--- src/rtl/tanh_inverse_search_4bit.sv ---
// rtl/tanh_inverse_search_4bit.sv - 4-step binary-search inverse of the 4-bit tanh table
// Optional macro TANH_INV_EXACT_FLAG_EN adds the Out1_exact output.
module tanh_inverse_search_4bit #(
  parameter logic [3:0] CLAMP_MAX = 4'd15
) (
  input  logic       clk,
  input  logic       rst_n,
  input  logic       In_valid,
  output logic       In_ready,
  input  logic [3:0] In,
  output logic       Out1_valid,
  input  logic       Out1_ready,
  output logic [3:0] Out1,
  output logic       Busy
`ifdef TANH_INV_EXACT_FLAG_EN
  ,
  output logic       Out1_exact
`endif
);

  typedef enum logic [1:0] {IDLE, SEARCH, DONE} state_t;

  state_t     state;
  logic [3:0] y;
  logic [3:0] lo;
  logic [3:0] hi;
  logic [1:0] cnt;
  logic [4:0] sum;
  logic [3:0] mid;
  logic [3:0] lo_next;
  logic [3:0] hi_next;

  // Exact forward table: round(16*tanh(x/4)) clamped to 15.
  function automatic logic [3:0] fwd(input logic [3:0] x);
    case (x)
      4'd0:    fwd = 4'd0;
      4'd1:    fwd = 4'd4;
      4'd2:    fwd = 4'd7;
      4'd3:    fwd = 4'd10;
      4'd4:    fwd = 4'd12;
      4'd5:    fwd = 4'd14;
      4'd6:    fwd = 4'd14;
      default: fwd = 4'd15;
    endcase
  endfunction

  always_comb begin
    sum     = {1'b0, lo} + {1'b0, hi};
    mid     = sum[4:1];
    lo_next = lo;
    hi_next = hi;
    if (lo < hi) begin
      if (fwd(mid) >= y) hi_next = mid;
      else               lo_next = mid + 4'd1;
    end
  end

  always_ff @(posedge clk) begin
    if (!rst_n) begin
      state      <= IDLE;
      y          <= 4'd0;
      lo         <= 4'd0;
      hi         <= 4'd0;
      cnt        <= 2'd0;
      In_ready   <= 1'b0;
      Out1_valid <= 1'b0;
      Out1       <= 4'd0;
      Busy       <= 1'b0;
`ifdef TANH_INV_EXACT_FLAG_EN
      Out1_exact <= 1'b0;
`endif
    end else begin
      case (state)
        IDLE: begin
          if (In_valid && In_ready) begin
            y        <= In;
            lo       <= 4'd0;
            hi       <= CLAMP_MAX;
            cnt      <= 2'd0;
            state    <= SEARCH;
            In_ready <= 1'b0;
            Busy     <= 1'b1;
          end else begin
            In_ready <= 1'b1;
          end
        end
        SEARCH: begin
          lo  <= lo_next;
          hi  <= hi_next;
          cnt <= cnt + 2'd1;
          // Result is taken from the post-step bound so it appears on the 4th edge.
          if (cnt == 2'd3) begin
            state      <= DONE;
            Out1_valid <= 1'b1;
            Out1       <= lo_next;
`ifdef TANH_INV_EXACT_FLAG_EN
            Out1_exact <= (fwd(lo_next) == y);
`endif
          end
        end
        DONE: begin
          if (Out1_ready) begin
            state      <= IDLE;
            Out1_valid <= 1'b0;
            Busy       <= 1'b0;
            In_ready   <= 1'b1;
`ifdef TANH_INV_EXACT_FLAG_EN
            Out1_exact <= 1'b0;
`endif
          end
        end
        default: state <= IDLE;
      endcase
    end
  end

endmodule

--- config.mk ---
export PLATFORM = sky130hd
export DESIGN_NAME = tanh_inverse_search_4bit
export DESIGN_NICKNAME = d
export VERILOG_FILES = /design/src/rtl/tanh_inverse_search_4bit.sv
export SDC_FILE = /design/constraint.sdc
export NUM_CORES = 1
export LEC_CHECK = 0
export ABC_AREA = 1
export CORE_MARGIN = 2
export CORE_UTILIZATION = 40
export CTS_CLUSTER_SIZE = 25
export DETAILED_ROUTE_END_ITERATION = 6
export DONT_BUFFER_PORTS = 1
export SLEW_MARGIN = 20
export SYNTH_ARGS = -nofsm -noshare
export SYNTH_HDL_FRONTEND = slang
export SYNTH_SLANG_ARGS = --single-unit
--- constraint.sdc ---
create_clock -name clk -period 6.4 [get_ports clk]
set_input_delay 0.96 -clock clk [delete_from_list [all_inputs] [get_ports clk]]
set_output_delay 0.96 -clock clk [all_outputs]
set_load 0.005 [all_outputs]
After elaboration in Yosys (flattened, before gate mapping) --
Cells that the tools add are included.
Cells by class: reductions and logical operators 15, $lt $le $gt $ge 2, multiply operators 0, shift-type cells 0, equal/unequal tests 14, add/sub/neg operators 3, divide/modulo/power cells 0, bitwise gates (word level) 0, multiplexer cells 24
Operator list (count):
- $mux W4 | 7
- $pmux W4 S6 | 1
- $pmux W4 S2 | 2
- $eq A4 B3 Y1 const B | 3
- $ne A2 B2 Y1 const B | 5
- $reduce_and A3 Y1 | 3
- $eq A4 B2 Y1 const B | 2
- $mux W2 | 4
- $reduce_and A2 Y1 | 4
- $pmux W1 S2 | 3
- $pmux W2 S3 | 1
- $reduce_bool A2 Y1 | 3
- $add A4 B4 Y5 | 1
- $mux W1 | 5
- $add A4 B1 Y4 const B | 1
- $eq A2 B2 Y1 const B | 2
- $eq A4 B1 Y1 const B | 1
- $ge A4 B4 Y1 | 1
- $logic_not A4 Y1 | 1
- $lt A4 B4 Y1 | 1
- $pmux W2 S2 | 1
- $reduce_and A4 Y1 | 1
- $add A2 B1 Y2 const B | 1
- $eq A2 B1 Y1 const B | 1
- 3 further kinds | 3
Word-level totals: memory bits (writable) 0, input bits 8, register bits 23, output and inout bits 7, word-level logic and storage cells 67, memories 0, memory bits (read-only) 0, bits in latches 0

Longest topological paths before layout --
Gate-level depths: netlist (run 1).
word-level depth 9, depth in mapped cells 21, mapped depth without buffers 21

Worst setup path before layout (run 1) --
OpenSTA, ideal clock, no wires.
kind flip-flop to flip-flop, start point register lo[1], end point register lo[2], path buffers 0, clock period less this slack 3.179 ns, arrival time 3.051 ns, setup slack 3.221 ns, cell stages (with the launch flop) 21, library setup time 0.128 ns, data required time 6.272 ns, path through dfxtp_1 > inv_1 > fa_1 > inv_1 > nand2_1 > nand2_1 > inv_1 > ha_1 > or2_2 > o211ai_2 > nand4_2 > nand3_1 > ha_1 > nand2_1 > inv_1 > nand3_1 > nand3_1 > nor2_4 > nand3_1 > o211ai_1 > a21oi_1
Between the ends: longest elaborated chain between the ends 9, elaborated cells between the ends (all ways) 17, those cells by class add/sub: 2; order compare: 2; eq/ne: 6; mux: 5; reduce/logical: 2
Ends and longest elaborated chain:
- start: declaration | RTL line 25 | logic [3:0] lo;
- start signal: assignment | RTL line 88 | lo <= lo_next;
- $add A4 B4 Y5 | RTL line 48 | sum = {1'b0, lo} + {1'b0, hi};
- $eq A4 B3 Y1 | RTL line 35 | case (x)
- $reduce_or A2 Y1 (no line)
- $pmux W4 S6 | RTL line 35
- $mux W4 | RTL line 52 | if (lo < hi) begin
- $ge A4 B4 Y1 | RTL line 53 | if (fwd(mid) >= y) hi_next = mid;
- $mux W4 | RTL line 53
- $mux W4 (*) | RTL line 52
- $pmux W4 S2 (*) | RTL line 73 | case (state)
Every way passes the cells marked *; elsewhere a longest branch is shown, timed or not. The select of a mux whose other input is x is not followed. A chain may end at the register's enable or synchronous reset.

Worst setup path after layout (run 1) --
start point register lo[1], end point register Out1[2]
Between the ends: longest elaborated chain between the ends 8, elaborated cells between the ends (all ways) 16, those cells by class add/sub: 2; order compare: 2; eq/ne: 6; mux: 4; reduce/logical: 2
Ends and longest elaborated chain:
- $add A4 B4 Y5 | RTL line 48
- $eq A4 B3 Y1 | RTL line 35
- $reduce_or A2 Y1 (no line)
- $pmux W4 S6 | RTL line 35
- $mux W4 | RTL line 52
- $ge A4 B4 Y1 | RTL line 53
- $mux W4 | RTL line 53
- $mux W4 (*) | RTL line 52
- end signal: assignment | RTL line 95 | Out1 <= lo_next;
- end: declaration | RTL line 13 | output logic [3:0] Out1,
Marked as above.

==> qor.txt, run 1 <==
Proportion of synthesized area in mux cells -> 0%
Pint -> 272 uW
Placed cells -> 245
EDFF count, synth -> 0
F_max -> 274 MHz
Synth async-reset ratio -> 0%
Setup TNS -> 0 ns
Slew @ Worst Pin -> 0.401 ns
Crit-path cells -> inv_1, fa_1, inv_1, nand2_1, nand2_1, inv_1, ha_1, or2_2, o211ai_2, nand4_2, nand3_1, ha_1, a21oi_1, nand3_1, nor2_4, nand3_1, o21ai_0, a21oi_1
ANT nets after route -> 0
DR pass1 iterations -> 4
Multi-input gate area -> 881 sq um
Worst path top cell family by delay -> simple AND/OR/NAND/NOR gates
Post-synth top flop -> dfxtp_1
Clock power frac -> 18.8%
Root buf cell -> clkbuf_8
Pre-CTS WS -> 2.77 ns
Hold path depth -> 1
CP peak stage delay -> 0.45 ns
Post-DR wirelength/cell -> 11.4 um
Final worst slack -> 2.76 ns
Final period utilization -> 56.9%
Starting Density -> 40.9%
Port bufs -> 0
Global placement routability congestion -> 0.870
DRC Markers -> 0
Cell leakage power -> 0.000711 uW
Largest cells by area after synthesis -> dfxtp_1 31%, ha_1 13%, nand2_1 10%
Data required time at the worst endpoint -> 6.54 ns
Core area -> 0.00361 sq mm
Area Overhead vs Synth -> 6.37%
Die height -> 64.7 um
Hpwl dp -> 2290 um
Max VDD drop -> 0.140 mV
# hold bufs at CTS -> 0
PostCTS Resize Cnt -> 0
First-pass GRT wire length -> 5180 um
Non-Filler Instances -> 249
Setup violators final -> 0
Clk Latency, worst-skew pair -> 0.26 ns
DIE AREA -> 0.00419 sq mm
Final net count -> 226
Worst hold path endpoint -> cnt[0]$_SDFFE_PN0P_
Post-synthesis compound-gate area fraction -> 19.3%
Crit path arrival time -> 3.79 ns
Reg2reg end -> Out1[2]$_SDFFE_PN0P_
Syn avg cell area -> 7.41 sq um
Slowest-stage cell, CP -> fa_1
Worst clock skew -> 0.00419 ns
Routed vias -> 1201
Initial antenna violation count -> 0
Seq/Total Area, Yosys -> 31.2%
Synth cell count leaders -> 40 x nand2_1, 29 x inv_1, 23 x dfxtp_1
Max cap viols -> 0
Largest family of logic cells by synthesized area -> simple AND/OR/NAND/NOR gates
Syn Nets -> 223
CTS sink count -> 23
Switching Share -> 40.9%
H-tree Lvls -> 1
Die X -> 64.7 um
R2r startpoint -> lo[1]$_SDFFE_PN0P_
Post-DR vias/cell -> 4.82
Postcts setup bufs -> 0
Most common cell in the netlist -> nand2_1
Syn Inst Count -> 199
Critical path capture point type -> register
Synth Area in Simple Gates -> 26.4%
Drt first-iter violations -> 49
Clock Tree Buf Depth -> 2
Mapped cell area -> 0.00147 sq mm
RSZ-0062 raised after global routing -> no
Combinational share of power -> 46.2%
Cts bufs inserted -> 3
Total GRT Usage -> 15.5%
Vias in the first global route -> 1147
Hold_sp -> cnt[0]$_SDFFE_PN0P_
Worst slew margin -> 73.2%
Sequential group share of total power -> 35.0%
Routed wire length -> 2840 um
Power per cell area -> 294 mW/mm^2
Critical path peak fanout -> 7
Adder-cell share of the synthesized area -> 14.1%
Num ports -> 15
Critical Path Stages -> 18
GRT Residual Overflow -> 0
Yosys cell types -> 29
Top-area cell type share of the netlist area -> 31.2%
Slew Viols, Final -> 0
Synth Register Bits -> 23
Register Area -> 460 sq um
Yosys warnings -> 0
Final Util -> 43.5%
CP Launch Type -> register
CTS tree -> done
Post-synthesis xor/xnor area fraction -> 0%
NetSw -> 189 uW
Setup slack, reg-to-reg -> 2.76 ns
Reg2reg path depth -> 18
Buf/Inv on CP -> 3
Crit path kind -> reg2reg
Largest net degree at the start of global routing -> 14
ANT cells -> 0
Site row count -> 22
Final Hold Fails -> 0
Filler cells -> 365
Worst-path clk slew -> 0.08 ns
Leading area contributor after synthesis -> dfxtp_1
Status -> complete, no violations
Min-Delay Path Class -> reg2reg
Min Tclk post-route -> 3.64 ns
Layout cell share with drive strength beyond 1 -> 12.4%
[power groups by stage]
| stage | combinational [uW] | sequential (uW) | clock, uW |
|---|---|---|---|
| detailed placement | 214 | 165 | 0 |
| finish | 213 | 161 | 86.6 |
| CTS | 215 | 162 | 91.9 |
| global route | 245 | 163 | 96.0 |
| floorplan | 173 | 163 | 0 |
| global placement | 212 | 165 | 0 |
[metrics by stage]
stage | power, uW | area (sq um) | hold WS (ns)
2_1_floorplan | 336 | 1470 | 0.433
5_1_grt | 504 | 1570 | 0.500
3_5_place_dp | 379 | 1520 | 0.458
3_3_place_gp | 377 | 1520 | 0.454
4_1_cts | 469 | 1570 | 0.472
6_report | 461 | 1570 | 0.470
[cell type report]
type	count	share of cell area (%)
clock buffer	3	2.63
clock inverter	1	0.319
inverter	32	7.66
multi-input combinational	142	56.2
sequential	23	29.4
tap	48	3.83
[flip-flops by register name, indices dropped and copies added (netlist names)]
signal      flops
Out1            4
hi              4
y               4
cnt             2
In_ready        1
state           2
Busy            1
lo              4
Out1_valid      1
[worst reg2reg max path: stages (launching register included)]
cell and delay [ns]:
dfxtp_1 0.40, inv_1 0.12, fa_1 0.45, inv_1 0.08, nand2_1 0.05, nand2_1 0.13
inv_1 0.10, ha_1 0.23, or2_2 0.32, o211ai_2 0.20, nand4_2 0.16, nand3_1 0.11
ha_1 0.24, a21oi_1 0.16, nand3_1 0.21, nor2_4 0.25, nand3_1 0.14, o21ai_0 0.12
a21oi_1 0.09
[cell families (layout without fill, tap and decap cells)]
| group | Yosys count | in the layout |
|---|---|---|
| AO/OA/AOI/OAI | 49 | 49 |
| adder cells (fa/ha/maj) | 16 | 16 |
| buffers and inverters | 34 | 36 |
| flip-flops | 23 | 23 |
| AND/OR/NAND/NOR | 77 | 77 |
[placed cells by master, fill, tap and decap left out, drive strengths merged]
master  Yosys  routed
o21bai      4       4
o21ai      17      17
o211ai      2       2
nand4       4       4
ha         15      15
nor2       12      12
a21oi      23      23
nand2      49      49
nor3        1       1
o22ai       3       3
or2         1       1
nand3      10      10
clkinv      1       2
inv        31      31
fa          1       1
clkbuf      1       3
dfxtp      23      23
[metal layers]
layer | vias up | GRT usage, % | part of all wire (%)
met2 | 22 | 22.9 | 45
met3 | 2 | 1.91 | 3.0
li1 | 655 | - | -
met4 | 0 | 7.45 | 0.63
met5 | - | 0 | 0
met1 | 522 | 22.2 | 51
[worst max path at each step]
stage                  startpoint                   end  slack (ns)
2_1_floorplan  lo[1]$_SDFFE_PN0P_    lo[2]$_SDFFE_PN0P_        3.22
3_3_place_gp   lo[1]$_SDFFE_PN0P_  Out1[2]$_SDFFE_PN0P_        2.81
3_5_place_dp   lo[1]$_SDFFE_PN0P_  Out1[2]$_SDFFE_PN0P_        2.77
4_1_cts        lo[1]$_SDFFE_PN0P_  Out1[2]$_SDFFE_PN0P_        2.74
5_1_grt        lo[1]$_SDFFE_PN0P_    lo[3]$_SDFFE_PN0P_        2.43
6_report       lo[1]$_SDFFE_PN0P_  Out1[2]$_SDFFE_PN0P_        2.76
Note: power is estimated with default switching activity, not from simulation.
==> run 2: changes to the inputs <==
--- a/config.mk
+++ b/config.mk
@@ -5,7 +5,7 @@
 export SDC_FILE = /design/constraint.sdc
 export NUM_CORES = 1
 export LEC_CHECK = 0
-export ABC_AREA = 1
+export ABC_AREA = 0
 export CORE_MARGIN = 2
 export CORE_UTILIZATION = 40
 export CTS_CLUSTER_SIZE = 25
==> constraint.sdc (replaced) <==
create_clock -name clk -period 3.7 [get_ports clk]
set_input_delay 0.555 -clock clk [delete_from_list [all_inputs] [get_ports clk]]
set_output_delay 0.555 -clock clk [all_outputs]
set_load 0.005 [all_outputs]
==> qor.txt, run 2 <==
Crit path arrival time -> 3.65 ns (was 3.79 ns)
Yosys warnings -> 0 (unchanged)
Power per cell area -> 486 mW/mm^2 (was 294 mW/mm^2)
H-tree Lvls -> 1 (unchanged)
Slowest-stage cell, CP -> ha_1 (was fa_1)
RSZ-0062 raised after global routing -> no (unchanged)
Placed cell areas -> 0.00157 sq mm (was 0.00152 sq mm)
Min-Delay Path Class -> in2reg (was reg2reg)
Core area -> 0.00361 sq mm (unchanged)
First-pass GRT wire length -> 4950 um (was 5180 um)
Post-synth top flop -> dfxtp_1 (unchanged)
Largest net degree at the start of global routing -> 30 (was 14)
Seq/Total Area, Yosys -> 31.2% (about the same)
Die height -> 64.8 um (was 64.7 um)
Site row count -> 22 (unchanged)
Final net count -> 193 (was 226)
Routed wire length -> 3030 um (was 2840 um)
Mapped cell area -> 0.00148 sq mm (was 0.00147 sq mm)
Placed cells -> 212 (was 245)
Syn avg cell area -> 9.06 sq um (was 7.41 sq um)
Crit-path cells -> inv_1, ha_1, nor2_1, a311oi_2, xnor2_1, buf_4, a221oi_1, ha_1, nand2b_4, a2111oi_4, nor2_1, and3_4, o311a_1 (was inv_1, fa_1, inv_1, nand2_1, nand2_1, inv_1, ha_1, or2_2, o211ai_2, nand4_2, nand3_1, ha_1, a21oi_1, nand3_1, nor2_4, nand3_1, o21ai_0, a21oi_1)
ANT cells -> 0 (unchanged)
Worst-path clk slew -> 0.08 ns (about the same)
Global placement routability congestion -> 0.809 (was 0.870)
Synth Area in Simple Gates -> 20.8% (was 26.4%)
Area Overhead vs Synth -> 10.0% (was 6.37%)
Leading area contributor after synthesis -> dfxtp_1 (unchanged)
Reg2reg end -> hi[2]$_SDFFE_PN0P_ (was Out1[2]$_SDFFE_PN0P_)
Post-DR vias/cell -> 5.30 (was 4.82)
Vias in the first global route -> 1070 (was 1147)
Worst clock skew -> 0.00293 ns (was 0.00419 ns)
Clock Tree Buf Depth -> 2 (unchanged)
Largest family of logic cells by synthesized area -> compound AO/OA/AOI/OAI gates (was simple AND/OR/NAND/NOR gates)
Most common cell in the netlist -> dfxtp_1 (was nand2_1)
Adder-cell share of the synthesized area -> 14.1% (about the same)
Syn Inst Count -> 163 (was 199)
Die X -> 64.8 um (was 64.7 um)
CTS tree -> done (unchanged)
Hold path depth -> 1 (unchanged)
Post-synthesis xor/xnor area fraction -> 2.37% (was 0%)
Port bufs -> 0 (unchanged)
Final Hold Fails -> 0 (unchanged)
GRT Residual Overflow -> 0 (unchanged)
Most frequent cells in the layout -> 22 x dfxtp_1, 15 x ha_1, 12 x inv_1, 12 x nand2_1, 12 x nor2_1 (was 40 x nand2_1, 29 x inv_1, 23 x dfxtp_1, 21 x a21oi_1, 15 x ha_1)
Setup TNS -> 0 ns (unchanged)
Post-DR wirelength/cell -> 14.0 um (was 11.4 um)
F_max -> 286 MHz (was 274 MHz)
Max VDD drop -> 0.161 mV (was 0.140 mV)
Initial antenna violation count -> 0 (unchanged)
CP Launch Type -> register (unchanged)
Top-area cell type share of the netlist area -> 31.2% (about the same)
Clk Latency, worst-skew pair -> 0.26 ns (about the same)
Syn Nets -> 187 (was 223)
Min Tclk post-route -> 3.49 ns (was 3.64 ns)
Cell leakage power -> 0.000651 uW (was 0.000711 uW)
Reg2reg path depth -> 13 (was 18)
Hpwl dp -> 2320 um (was 2290 um)
Critical path peak fanout -> 5 (was 7)
Starting Density -> 40.9% (about the same)
Num ports -> 15 (unchanged)
Slew Viols, Final -> 0 (unchanged)
Largest cells by area after synthesis -> dfxtp_1 31%, ha_1 13%, mux2i_1 5.4% (was dfxtp_1 31%, ha_1 13%, nand2_1 10%)
Worst hold path endpoint -> Out1_valid$_SDFFE_PN0P_ (was cnt[0]$_SDFFE_PN0P_)
Slew @ Worst Pin -> 0.875 ns (was 0.401 ns)
Worst slew margin -> 41.6% (was 73.2%)
Status -> complete, no violations (unchanged)
Cts bufs inserted -> 3 (unchanged)
Post-synthesis compound-gate area fraction -> 21.4% (was 19.3%)
DR pass1 iterations -> 4 (unchanged)
EDFF count, synth -> 0 (unchanged)
Commonest non-fill, non-tap cell in the layout -> dfxtp_1 (was nand2_1)
Total GRT Usage -> 14.9% (was 15.5%)
Setup slack, reg-to-reg -> 0.21 ns (was 2.76 ns)
DRC Markers -> 0 (unchanged)
Data required time at the worst endpoint -> 3.85 ns (was 6.54 ns)
Synth Register Bits -> 23 (unchanged)
Root buf cell -> clkbuf_8 (unchanged)
R2r startpoint -> hi[2]$_SDFFE_PN0P_ (was lo[1]$_SDFFE_PN0P_)
CP peak stage delay -> 0.40 ns (was 0.45 ns)
Drt first-iter violations -> 62 (was 49)
Routed vias -> 1145 (was 1201)
Non-Filler Instances -> 216 (was 249)
Setup violators final -> 0 (unchanged)
Proportion of synthesized area in mux cells -> 5.42% (was 0%)
Synth async-reset ratio -> 0% (unchanged)
Max cap viols -> 0 (unchanged)
CTS sink count -> 23 (unchanged)
Post-route cell area -> 0.00162 sq mm (was 0.00157 sq mm)
Layout cell share with drive strength beyond 1 -> 15.5% (was 12.4%)
Hold_sp -> rst_n (was cnt[0]$_SDFFE_PN0P_)
ANT nets after route -> 0 (unchanged)
Crit path kind -> reg2reg (unchanged)
Critical path capture point type -> register (unchanged)
DIE AREA -> 0.00419 sq mm (about the same)
Synth cell count leaders -> 23 x dfxtp_1, 15 x ha_1, 12 x inv_1, 12 x nand2_1, 12 x nor2_1 (was 40 x nand2_1, 29 x inv_1, 23 x dfxtp_1)
Final period utilization -> 94.4% (was 56.9%)
Total power -> 790 uW (was 461 uW)
Yosys cell types -> 38 (was 29)
==> run 2: cell count changes in the layout (fill, tap and decap cells not counted), moves of 4 or more <==
cell,before,now
nand3_1,10,6
mux2i_1,0,8
inv_1,29,12
nor2b_1,0,10
nand2_1,40,12
o21ai_0,13,6
nand2_2,8,0
nor2_1,8,12
o311a_1,0,4
buf_4,0,7
a21oi_1,21,6
==> run 2: timing repair <==
| action | 4_1_cts | 5_1_grt |
|---|---|---|
| resized for setup | 0 | 3 |
| setup buffers | 0 | 0 |
| endpoints found under the hold margin | 0 | 0 |
| hold buffers | 0 | 0 |
| endpoints found under the setup margin | 0 | 12 |
==> run 2: cells by family after synthesis <==
| group | after synthesis |
|---|---|
| adders and majority gates | 16 |
| AOI/OAI and AO/OA | 38 |
| and+or+nand+nor | 56 |
| xor gates and xnor gates | 4 |
| muxes | 8 |
| DFF | 23 |
| buffers and inverters | 18 |
==> run 2: worst max-delay path by stage <==
stage                       startpoint              endpoint  slack [ns]  cells after the start
finish              hi[2]$_SDFFE_PN0P_    hi[2]$_SDFFE_PN0P_        0.21                     13
global route        hi[2]$_SDFFE_PN0P_    hi[2]$_SDFFE_PN0P_        0.03                     13
CTS                 lo[1]$_SDFFE_PN0P_    lo[1]$_SDFFE_PN0P_        0.11                     14
detailed placement  lo[1]$_SDFFE_PN0P_    lo[1]$_SDFFE_PN0P_        0.14                     14
global placement    lo[1]$_SDFFE_PN0P_  Out1[1]$_SDFFE_PN0P_        0.21                     14
floorplan           lo[1]$_SDFFE_PN0P_    hi[0]$_SDFFE_PN0P_        0.15                     14
==> run 2: report_power, final <==
group | total, uW | internal [uW] | leakage [uW] | switching (uW)
sequential | 279 | 264 | 0.000188 | 15.1
combinational | 354 | 167 | 0.000438 | 187
clock | 157 | 75.1 | 0.0000255 | 81.7
==> run 2: worst max-delay path, delay by kind of cell (launching register included) <==
family / cells / cell delay [ns]
xor gates and xnor gates: 1 / 0.18
AOI/OAI and AO/OA: 4 / 1.34
buffers and inverters: 2 / 0.25
and+or+nand+nor: 4 / 0.55
DFF: 1 / 0.39
adders and majority gates: 2 / 0.68
==> run 2: metrics by stage <==
stage	hold slack (ns)	worst slack (ns)	utilization, %
after floorplan	0.483	0.147	-
after global placement	0.498	0.211	43.4
after detailed placement	0.509	0.138	43.4
after CTS	0.413	0.113	44.7
after global routing	0.409	0.0289	45.0
final	0.421	0.206	45.0
==> run 2: cell type report <==
type,instances,area (sq um)
Timing Repair Buffer,7,52.6
Sequential cell,23,462
Clock buffer,3,41.3
Tap cell,48,60.1
Fill cell,354,1980
Multi-Input combinational cell,122,958
Clock inverter,1,5.00
Inverter,12,45.0
==> run 2: per-layer routing <==
metal / vias up / wire [um] / track usage [%]
li1: 588 / - / -
met1: 524 / 1450 / 20.8
met2: 31 / 1410 / 24.4
met3: 2 / 158 / 2.95
met4: 0 / 13 / 2.39
met5: - / 0 / 0
==> run 3: changes to the inputs <==
--- a/config.mk
+++ b/config.mk
@@ -7,7 +7,7 @@
 export LEC_CHECK = 0
 export ABC_AREA = 0
 export CORE_MARGIN = 2
-export CORE_UTILIZATION = 40
+export CORE_UTILIZATION = 33
 export CTS_CLUSTER_SIZE = 25
 export DETAILED_ROUTE_END_ITERATION = 6
 export DONT_BUFFER_PORTS = 1
==> qor.txt, run 3 (synthesized netlist as in run 2, its figures left out) <==
Hpwl dp -> 2290 um (was 2320 um)
CTS tree -> done (unchanged)
Drt first-iter violations -> 20 (was 62)
Site row count -> 24 (was 22)
Routed vias -> 1135 (was 1145)
First-pass GRT wire length -> 5100 um (was 4950 um)
Postcts setup bufs -> 0 (unchanged)
Routed wire length -> 2900 um (was 3030 um)
Buf/Inv on CP -> 2 (unchanged)
Worst clock skew -> 0.00430 ns (was 0.00293 ns)
CP peak stage delay -> 0.45 ns (was 0.40 ns)
Worst slew margin -> 45.1% (was 41.6%)
Setup violators final -> 0 (unchanged)
Min Tclk post-route -> 3.44 ns (was 3.49 ns)
Setup TNS -> 0 ns (unchanged)
Setup slack, reg-to-reg -> 0.26 ns (was 0.21 ns)
Max cap viols -> 0 (unchanged)
Crit path arrival time -> 3.59 ns (was 3.65 ns)
ANT nets after route -> 0 (unchanged)
Die height -> 70.9 um (was 64.8 um)
RSZ-0062 raised after global routing -> no (unchanged)
Critical path peak fanout -> 5 (unchanged)
CTS sink count -> 23 (unchanged)
Slowest-stage cell, CP -> fa_1 (was ha_1)
H-tree Lvls -> 1 (unchanged)
Post-DR vias/cell -> 5.18 (was 5.30)
Commonest non-fill, non-tap cell in the layout -> dfxtp_1 (unchanged)
ANT cells -> 0 (unchanged)
Critical path capture point type -> register (unchanged)
Slew Viols, Final -> 0 (unchanged)
Post-route cell area -> 0.00161 sq mm (was 0.00162 sq mm)
Die X -> 70.9 um (was 64.8 um)
Vias in the first global route -> 1091 (was 1070)
Post-DR wirelength/cell -> 13.3 um (was 14.0 um)
Port bufs -> 0 (unchanged)
Worst path top cell family by delay -> adder cells (was compound AO/OA/AOI/OAI gates)
PostCTS Resize Cnt -> 0 (unchanged)
Crit-path cells -> inv_1, fa_1, xor2_1, inv_1, ha_1, or2_2, nor2_1, a221oi_1, ha_1, nand2b_4, a2111oi_4, nor2_1, and3_4, o311a_1 (was inv_1, ha_1, nor2_1, a311oi_2, xnor2_1, buf_4, a221oi_1, ha_1, nand2b_4, a2111oi_4, nor2_1, and3_4, o311a_1)
DR pass1 iterations -> 4 (unchanged)
Slew @ Worst Pin -> 0.821 ns (was 0.875 ns)
Num ports -> 15 (unchanged)
# hold bufs at CTS -> 0 (unchanged)
Final period utilization -> 92.9% (was 94.4%)
Root buf cell -> clkbuf_8 (unchanged)
DRC Markers -> 0 (unchanged)
Most frequent cells in the layout -> 22 x dfxtp_1, 15 x ha_1, 12 x inv_1, 12 x nand2_1, 12 x nor2_1 (unchanged)
Final Hold Fails -> 0 (unchanged)
Area Overhead vs Synth -> 9.32% (was 10.0%)
Starting Density -> 34.1% (was 40.9%)
Final net count -> 192 (was 193)
Clock Tree Buf Depth -> 2 (unchanged)
F_max -> 291 MHz (was 286 MHz)
Status -> complete, no violations (unchanged)
Initial antenna violation count -> 0 (unchanged)
Core area -> 0.00432 sq mm (was 0.00361 sq mm)
Clk Latency, worst-skew pair -> 0.26 ns (about the same)
WHS -> 0.416 ns (was 0.421 ns)
Final Util -> 37.3% (was 45.0%)
DIE AREA -> 0.00502 sq mm (was 0.00419 sq mm)
Filler cells -> 467 (was 354)
Crit path kind -> reg2reg (unchanged)
Total GRT Usage -> 12.5% (was 14.9%)
Global placement routability congestion -> 0.766 (was 0.809)
GRT Residual Overflow -> 0 (unchanged)
Cell leakage power -> 0.000644 uW (was 0.000651 uW)
Data required time at the worst endpoint -> 3.85 ns (about the same)
Layout cell share with drive strength beyond 1 -> 14.4% (was 15.5%)
Worst-path clk slew -> 0.08 ns (about the same)
Cts bufs inserted -> 3 (unchanged)
Max VDD drop -> 0.271 mV (was 0.161 mV)
CP Launch Type -> register (unchanged)
Power per cell area -> 476 mW/mm^2 (was 486 mW/mm^2)
Placed cell areas -> 0.00156 sq mm (was 0.00157 sq mm)
Min-Delay Path Class -> in2reg (unchanged)
Largest net degree at the start of global routing -> 30 (unchanged)
Total power -> 768 uW (was 790 uW)
## run 3: changes by cell type in the layout (fill, tap and decap cells not counted), sizes merged
cell  change
buf       -1
## run 3: where the power goes
group / leakage (uW) / internal (uW) / switching [uW]
sequential: 0.000188 / 264 / 14.0
clock: 0.0000255 / 75.2 / 80.5
combinational: 0.000431 / 158 / 177
total: 0.000644 / 497 / 272
## run 3: cell type report
cell class | instances | area (sq um) | area share [%]
Clock buffer | 3 | 41.3 | 2.56
Clock inverter | 1 | 5.00 | 0.310
Inverter | 12 | 45.0 | 2.79
Multi-Input combinational cell | 122 | 951 | 58.9
Sequential cell | 23 | 462 | 28.6
Tap cell | 52 | 65.1 | 4.03
Timing Repair Buffer | 6 | 45.0 | 2.79
## run 3: routing by layer
layer	vias to the layer above	part of all wire [%]	routed length, um	GRT usage, %
li1	587	-	-	-
met1	529	50	1470	18.0
met2	14	46	1320	18.9
met3	5	2.3	67	2.14
met4	0	1.6	46	4.61
met5	-	0	0	0
## run 3: final timing paths
kind / start / end / depth (start not counted)
hold reg to reg: lo[1]$_SDFFE_PN0P_ / lo[1]$_SDFFE_PN0P_ / 2
setup reg to reg: lo[1]$_SDFFE_PN0P_ / hi[2]$_SDFFE_PN0P_ / 14
setup / recovery: lo[1]$_SDFFE_PN0P_ / hi[2]$_SDFFE_PN0P_ / 14
hold / removal: rst_n / Out1_valid$_SDFFE_PN0P_ / 1
## run 3: stage by stage
| stage | setup slack, ns | cells |
|---|---|---|
| floorplan | 0.147 | 163 |
| global placement | 0.101 | 215 |
| detailed placement | 0.0709 | 215 |
| CTS | 0.0572 | 219 |
| global route | 0.0382 | 219 |
| finish | 0.261 | 219 |
## run 3: worst reg2reg max path, stage by stage (launching register included)
cell       delay, ns
dfxtp_2         0.38
inv_1           0.07
fa_1            0.45
xor2_1          0.20
inv_1           0.10
ha_1            0.21
or2_2           0.30
nor2_1          0.13
a221oi_1        0.10
ha_1            0.28
nand2b_4        0.15
a2111oi_4       0.37
nor2_1          0.10
and3_4          0.21
o311a_1         0.28
